<file path="src/rtl/sha3_absorb_packer.sv">
// Packs a byte stream little-endian into 64-bit Keccak lanes tagged with their
// rate-block index, and appends the FIPS 202 domain suffix plus pad10*1.
module sha3_absorb_packer #(
  parameter logic [7:0] SUFFIX_SHA3  = 8'h06,
  parameter logic [7:0] SUFFIX_SHAKE = 8'h1F
) (
  input  logic        clk,
  input  logic        reset,
  input  logic [1:0]  sel,
  input  logic [7:0]  in_data,
  input  logic        in_keep,
  input  logic        in_last,
  input  logic        in_valid,
  output logic        in_ready,
  output logic [63:0] lane_data,
  output logic [4:0]  lane_idx,
  output logic        block_last,
  output logic        msg_last,
  output logic        lane_valid,
  input  logic        lane_ready
);

  typedef enum logic [1:0] {IDLE, ABSORB, PAD, WAIT_LAST} state_t;

  state_t      state_q, state_d;
  logic [1:0]  sel_q, sel_d;
  logic [2:0]  byte_pos_q, byte_pos_d;
  logic [4:0]  lane_cnt_q, lane_cnt_d;
  logic [63:0] lane_reg_q, lane_reg_d;
  logic        first_pad_q, first_pad_d;
  logic        lane_valid_q, lane_valid_d;
  logic [63:0] lane_data_q, lane_data_d;
  logic [4:0]  lane_idx_q, lane_idx_d;
  logic        block_last_q, block_last_d;
  logic        msg_last_q, msg_last_d;

  logic [4:0]  rate_lanes;
  logic        last_lane;
  logic        accept;
  logic        wr_en;
  logic        pad_final;
  logic [7:0]  wr_byte;

  always_comb begin
    case (sel_q)
      2'b00:   rate_lanes = 5'd17;
      2'b01:   rate_lanes = 5'd9;
      2'b10:   rate_lanes = 5'd21;
      default: rate_lanes = 5'd17;
    endcase
  end

  assign last_lane = (lane_cnt_q == rate_lanes - 5'd1);
  assign in_ready  = ((state_q == IDLE) || (state_q == ABSORB)) && !lane_valid_q;
  assign accept    = in_valid && in_ready;

  // One byte per cycle enters the lane: either a message byte or a pad byte.
  always_comb begin
    wr_en     = 1'b0;
    wr_byte   = 8'h00;
    pad_final = 1'b0;
    if (accept) begin
      wr_en   = in_keep;
      wr_byte = in_data;
    end else if ((state_q == PAD) && !lane_valid_q) begin
      wr_en     = 1'b1;
      pad_final = last_lane && (byte_pos_q == 3'd7);
      wr_byte   = (first_pad_q ? (sel_q[1] ? SUFFIX_SHAKE : SUFFIX_SHA3) : 8'h00)
                | (pad_final ? 8'h80 : 8'h00);
    end
  end

  always_comb begin
    state_d      = state_q;
    sel_d        = sel_q;
    byte_pos_d   = byte_pos_q;
    lane_cnt_d   = lane_cnt_q;
    lane_reg_d   = lane_reg_q;
    first_pad_d  = first_pad_q;
    lane_valid_d = lane_valid_q;
    lane_data_d  = lane_data_q;
    lane_idx_d   = lane_idx_q;
    block_last_d = block_last_q;
    msg_last_d   = msg_last_q;

    case (state_q)
      IDLE: begin
        if (accept) begin
          sel_d       = sel;
          first_pad_d = 1'b1;
          state_d     = in_last ? PAD : ABSORB;
        end
      end
      ABSORB: begin
        if (accept && in_last) state_d = PAD;
      end
      PAD: begin
        if (wr_en) begin
          first_pad_d = 1'b0;
          if (pad_final) state_d = WAIT_LAST;
        end
      end
      WAIT_LAST: state_d = state_q;
      default:   state_d = IDLE;
    endcase

    // A completed lane moves straight to the output register so the
    // accumulator is already clear when the next byte arrives.
    if (wr_en) begin
      lane_reg_d[{byte_pos_q, 3'b000} +: 8] = wr_byte;
      if (byte_pos_q == 3'd7) begin
        lane_data_d  = lane_reg_d;
        lane_reg_d   = 64'h0;
        byte_pos_d   = 3'd0;
        lane_valid_d = 1'b1;
        lane_idx_d   = lane_cnt_q;
        block_last_d = last_lane;
        msg_last_d   = pad_final;
      end else begin
        byte_pos_d = byte_pos_q + 3'd1;
      end
    end

    if (lane_valid_q && lane_ready) begin
      lane_valid_d = 1'b0;
      lane_cnt_d   = last_lane ? 5'd0 : lane_cnt_q + 5'd1;
      if (state_q == WAIT_LAST) begin
        state_d    = IDLE;
        lane_cnt_d = 5'd0;
        byte_pos_d = 3'd0;
      end
    end
  end

  always_ff @(posedge clk) begin
    if (reset) begin
      state_q      <= IDLE;
      sel_q        <= 2'b00;
      byte_pos_q   <= 3'd0;
      lane_cnt_q   <= 5'd0;
      lane_reg_q   <= 64'h0;
      first_pad_q  <= 1'b0;
      lane_valid_q <= 1'b0;
      lane_data_q  <= 64'h0;
      lane_idx_q   <= 5'd0;
      block_last_q <= 1'b0;
      msg_last_q   <= 1'b0;
    end else begin
      state_q      <= state_d;
      sel_q        <= sel_d;
      byte_pos_q   <= byte_pos_d;
      lane_cnt_q   <= lane_cnt_d;
      lane_reg_q   <= lane_reg_d;
      first_pad_q  <= first_pad_d;
      lane_valid_q <= lane_valid_d;
      lane_data_q  <= lane_data_d;
      lane_idx_q   <= lane_idx_d;
      block_last_q <= block_last_d;
      msg_last_q   <= msg_last_d;
    end
  end

  assign lane_valid = lane_valid_q;
  assign lane_data  = lane_data_q;
  assign lane_idx   = lane_idx_q;
  assign block_last = block_last_q;
  assign msg_last   = msg_last_q;

endmodule

</file>
<file path="config.mk">
export PLATFORM = sky130hd
export DESIGN_NAME = sha3_absorb_packer
export DESIGN_NICKNAME = d
export VERILOG_FILES = /design/src/rtl/sha3_absorb_packer.sv
export SDC_FILE = /design/constraint.sdc
export NUM_CORES = 1
export LEC_CHECK = 0
export CORE_ASPECT_RATIO = 1.5
export CORE_MARGIN = 2
export CORE_UTILIZATION = 30
export CTS_CLUSTER_SIZE = 8
export DETAILED_ROUTE_END_ITERATION = 10
export GPL_TIMING_DRIVEN = 0
export SLEW_MARGIN = 20
export SYNTH_ARGS = -nofsm -noshare
export SYNTH_HDL_FRONTEND = slang
export SYNTH_SLANG_ARGS = --single-unit
</file>
<file path="constraint.sdc">
create_clock -name clk -period 3.73 [get_ports clk]
set_input_delay 0.373 -clock clk [delete_from_list [all_inputs] [get_ports clk]]
set_output_delay 0.373 -clock clk [all_outputs]
set_load 0.05 [all_outputs]
</file>
==> results.cfg <==
[grt]
grt_start_max_net_pins = 17
grt_pass1_vias = 6039
grt_usage_pct = 19.4
grt_pass1_wl_um = 34800
antenna_found_initial = 0
gr-total-overflow = 0

[timing]
hold_slack_ns = 0.452
setup_violations = 0
slew_headroom_pct = 38.5
hold_viol = 0
finalSetupTns_ns = 0
min_period_ns = 3.11
rsz0062_at_grt = no
fmax_mhz = 321
worstMarginPinSlew_ns = 0.908
period_share_pct = 83.4
fin_worst_skew_ns = 0.0122
slew_viol_final = 0

[final_layout]
nets = 852
multi_input_comb_area_sq_um = 3320
fill_cells = 2220
antenna_cells = 0
regArea_sq_um = 2980
area_growth_pct = 27.0
final_cells = 1113
final_common_cell = dfxtp_1
drive_above_1_share_pct = 10.2
mostFrequentLayoutCells = dfxtp_1 (149), clkdlybuf4s50_1 (87), nor2_1 (81)

[drt]
firstDrtPassIters = 5
routedWlPerCell_um = 20.6
first_iter_violations = 381
postRouteAntennaNets = 0
routed_wl_um = 22900
drc = 0
vias = 6180
via_per_inst = 5.55

[clock_network]
post_cts_buffers = 0
clkSinkCount = 149
cts_buffer_depth = 2
cts_resized = 0
clk_pin_slew_worst_paths_ns = 0.07
ctsHtreeMaxLevel = 4
cts_tree = built
cts_buffers = 17
ctsHoldBuffers = 0
clkLatencyLatePin_ns = 0.44
root_buffer = clkbuf_16

[die]
initial_core_util_pct = 30.6
ios = 89
core-area_sq_um = 21600
die_w_um = 125
die_y_um = 186
num_rows = 66
die_area_sq_um = 23300

[pwr]
powerDensity_nw_per_um2 = 434
ir_drop_mv = 0.274
cellLeakagePower_nw = 2.90

[worst_setup_path]
crit_chain = buf_2, inv_1, ha_1, ha_1, buf_2, nor3b_1, nand2_1, a211oi_1, nor3_1
path_class = reg -> reg
cp_slowest_cell = nor3b_1
worst_path_dominant_cell_family = simple AND/OR/NAND/NOR gates
crit_buf_inv = 3
required_ns = 4.04
r2r_slack_ns = 0.62
cp_max_fo = 10
cp_slowest_stage_delay_ns = 0.51
critPathLaunchType = flop
arrival_ns = 3.42
cp-end-kind = flop

[yosys]
synth-adder-area-share_pct = 1.51
synthMuxAreaShare_pct = 1.97
synth_top_area_share_pct = 45.1
avgSynthCellArea_sq_um = 9.17
synth_area_sq_um = 6620
synth_xor_area_share_pct = 0.397
syn_nets = 746
synth_area_leaders = dfxtp_1 (45%), a211oi_1 (5.7%), nor2_1 (4.6%), a21oi_1 (4.1%), a22o_1 (3.4%)
synth_top_family_by_area = compound AO/OA/AOI/OAI gates
synth-seq-cells = 149
async_flop_share_pct = 0
synth-compound-area-share_pct = 27.2
yosys.area_share.simple_pct = 19.2
synth-edff-count = 0
yosysTopAreaCell = dfxtp_1
synthCells = 722
yosysSeqAreaShare_pct = 45.1
yosysWarnings = 0
ys.flop_type = dfxtp_1
synth_cell_types = 64

[placement]
dp_cells = 1081
gp_congestion = 0.965
hpwl_um = 17000
io_buffers = 87

[flow_run]
max_cap_viol_count = 0

[worst_hold_path]
hold_path.class = in -> reg

[run_status]
status = completed
==> worst min-delay path: stages <==
cell and delay, ns:
clkbuf_1 0.17, nand2b_1 0.21, o22ai_1 0.10
==> state kept, by name, summed over array words and instances, names as in the netlist <==
name / flops
lane_cnt_q: 5
msg_last: 1
byte_pos_q: 3
lane_data: 64
state_q: 2
first_pad_q: 1
lane_idx: 5
sel_q: 2
lane_valid: 1
lane_reg_q: 64
block_last: 1
==> routing by layer <==
metal  track usage, %  routed length (um)  up-vias
met4             10.2                 968        0
met2             35.0               11900      184
li1                 -                   -     2938
met3             3.28                 854       47
met1             22.0                9150     3011
met5                0                   0        -
==> report_power, final <==
part | total (mW) | switching (mW) | leakage [nW] | internal, mW
clock network | 1.70 | 0.766 | 0.278 | 0.934
registers | 1.61 | 0.00810 | 1.20 | 1.60
logic | 0.337 | 0.244 | 1.42 | 0.0929
total | 3.65 | 1.02 | 2.90 | 2.63
==> metrics by stage <==
stage	cell area, sq um	setup slack (ns)	total power [mW]	utilization [%]
floorplan	6620	1.29	1.85	-
global placement	7830	0.634	1.97	36.2
detailed placement	7830	0.618	1.97	36.2
CTS	8400	0.600	3.65	38.8
global route	8400	0.342	3.75	38.8
finish	8400	0.618	3.65	38.8
==> cell families (layout without fill, tap and decap cells) <==
family | count (synthesis) | after routing
flops | 149 | 149
buf+inv | 70 | 189
xor+xnor | 3 | 3
mux | 13 | 13
compound gates | 238 | 238
simple gates | 241 | 241
fa+ha+maj | 8 | 8
==> final timing paths <==
check | startpoint | to | cells past startpoint
min reg2reg | lane_idx[2] | lane_idx[2] | 2
max | byte_pos_q[0] | lane_data[5] | 9
max reg2reg | byte_pos_q[0] | lane_data[5] | 9
min | reset | lane_reg_q[39] | 3
==> synth_stat cells (8+ instances only) <==
cell type	n
a211oi_1	50
a211oi_2	9
a21oi_1	54
a221oi_1	20
a22o_1	26
a32o_1	10
buf_2	22
clkbuf_1	33
dfxtp_1	149
ha_1	8
inv_1	8
mux2i_1	13
nand2_1	29
nand2b_1	10
nand3_1	25
nor2_1	81
nor3_1	41
o21ai_0	17
o2bb2ai_1	14
==> area by class of cell <==
type	count	area share (%)
timing repair buffer	87	10.4
multi-input combinational	503	39.5
clock buffer	17	5.06
buffer	62	3.37
tap	272	4.05
clock inverter	15	1.76
sequential	149	35.5
inverter	8	0.357
No activity file was read; power rests on OpenSTA's default activity.
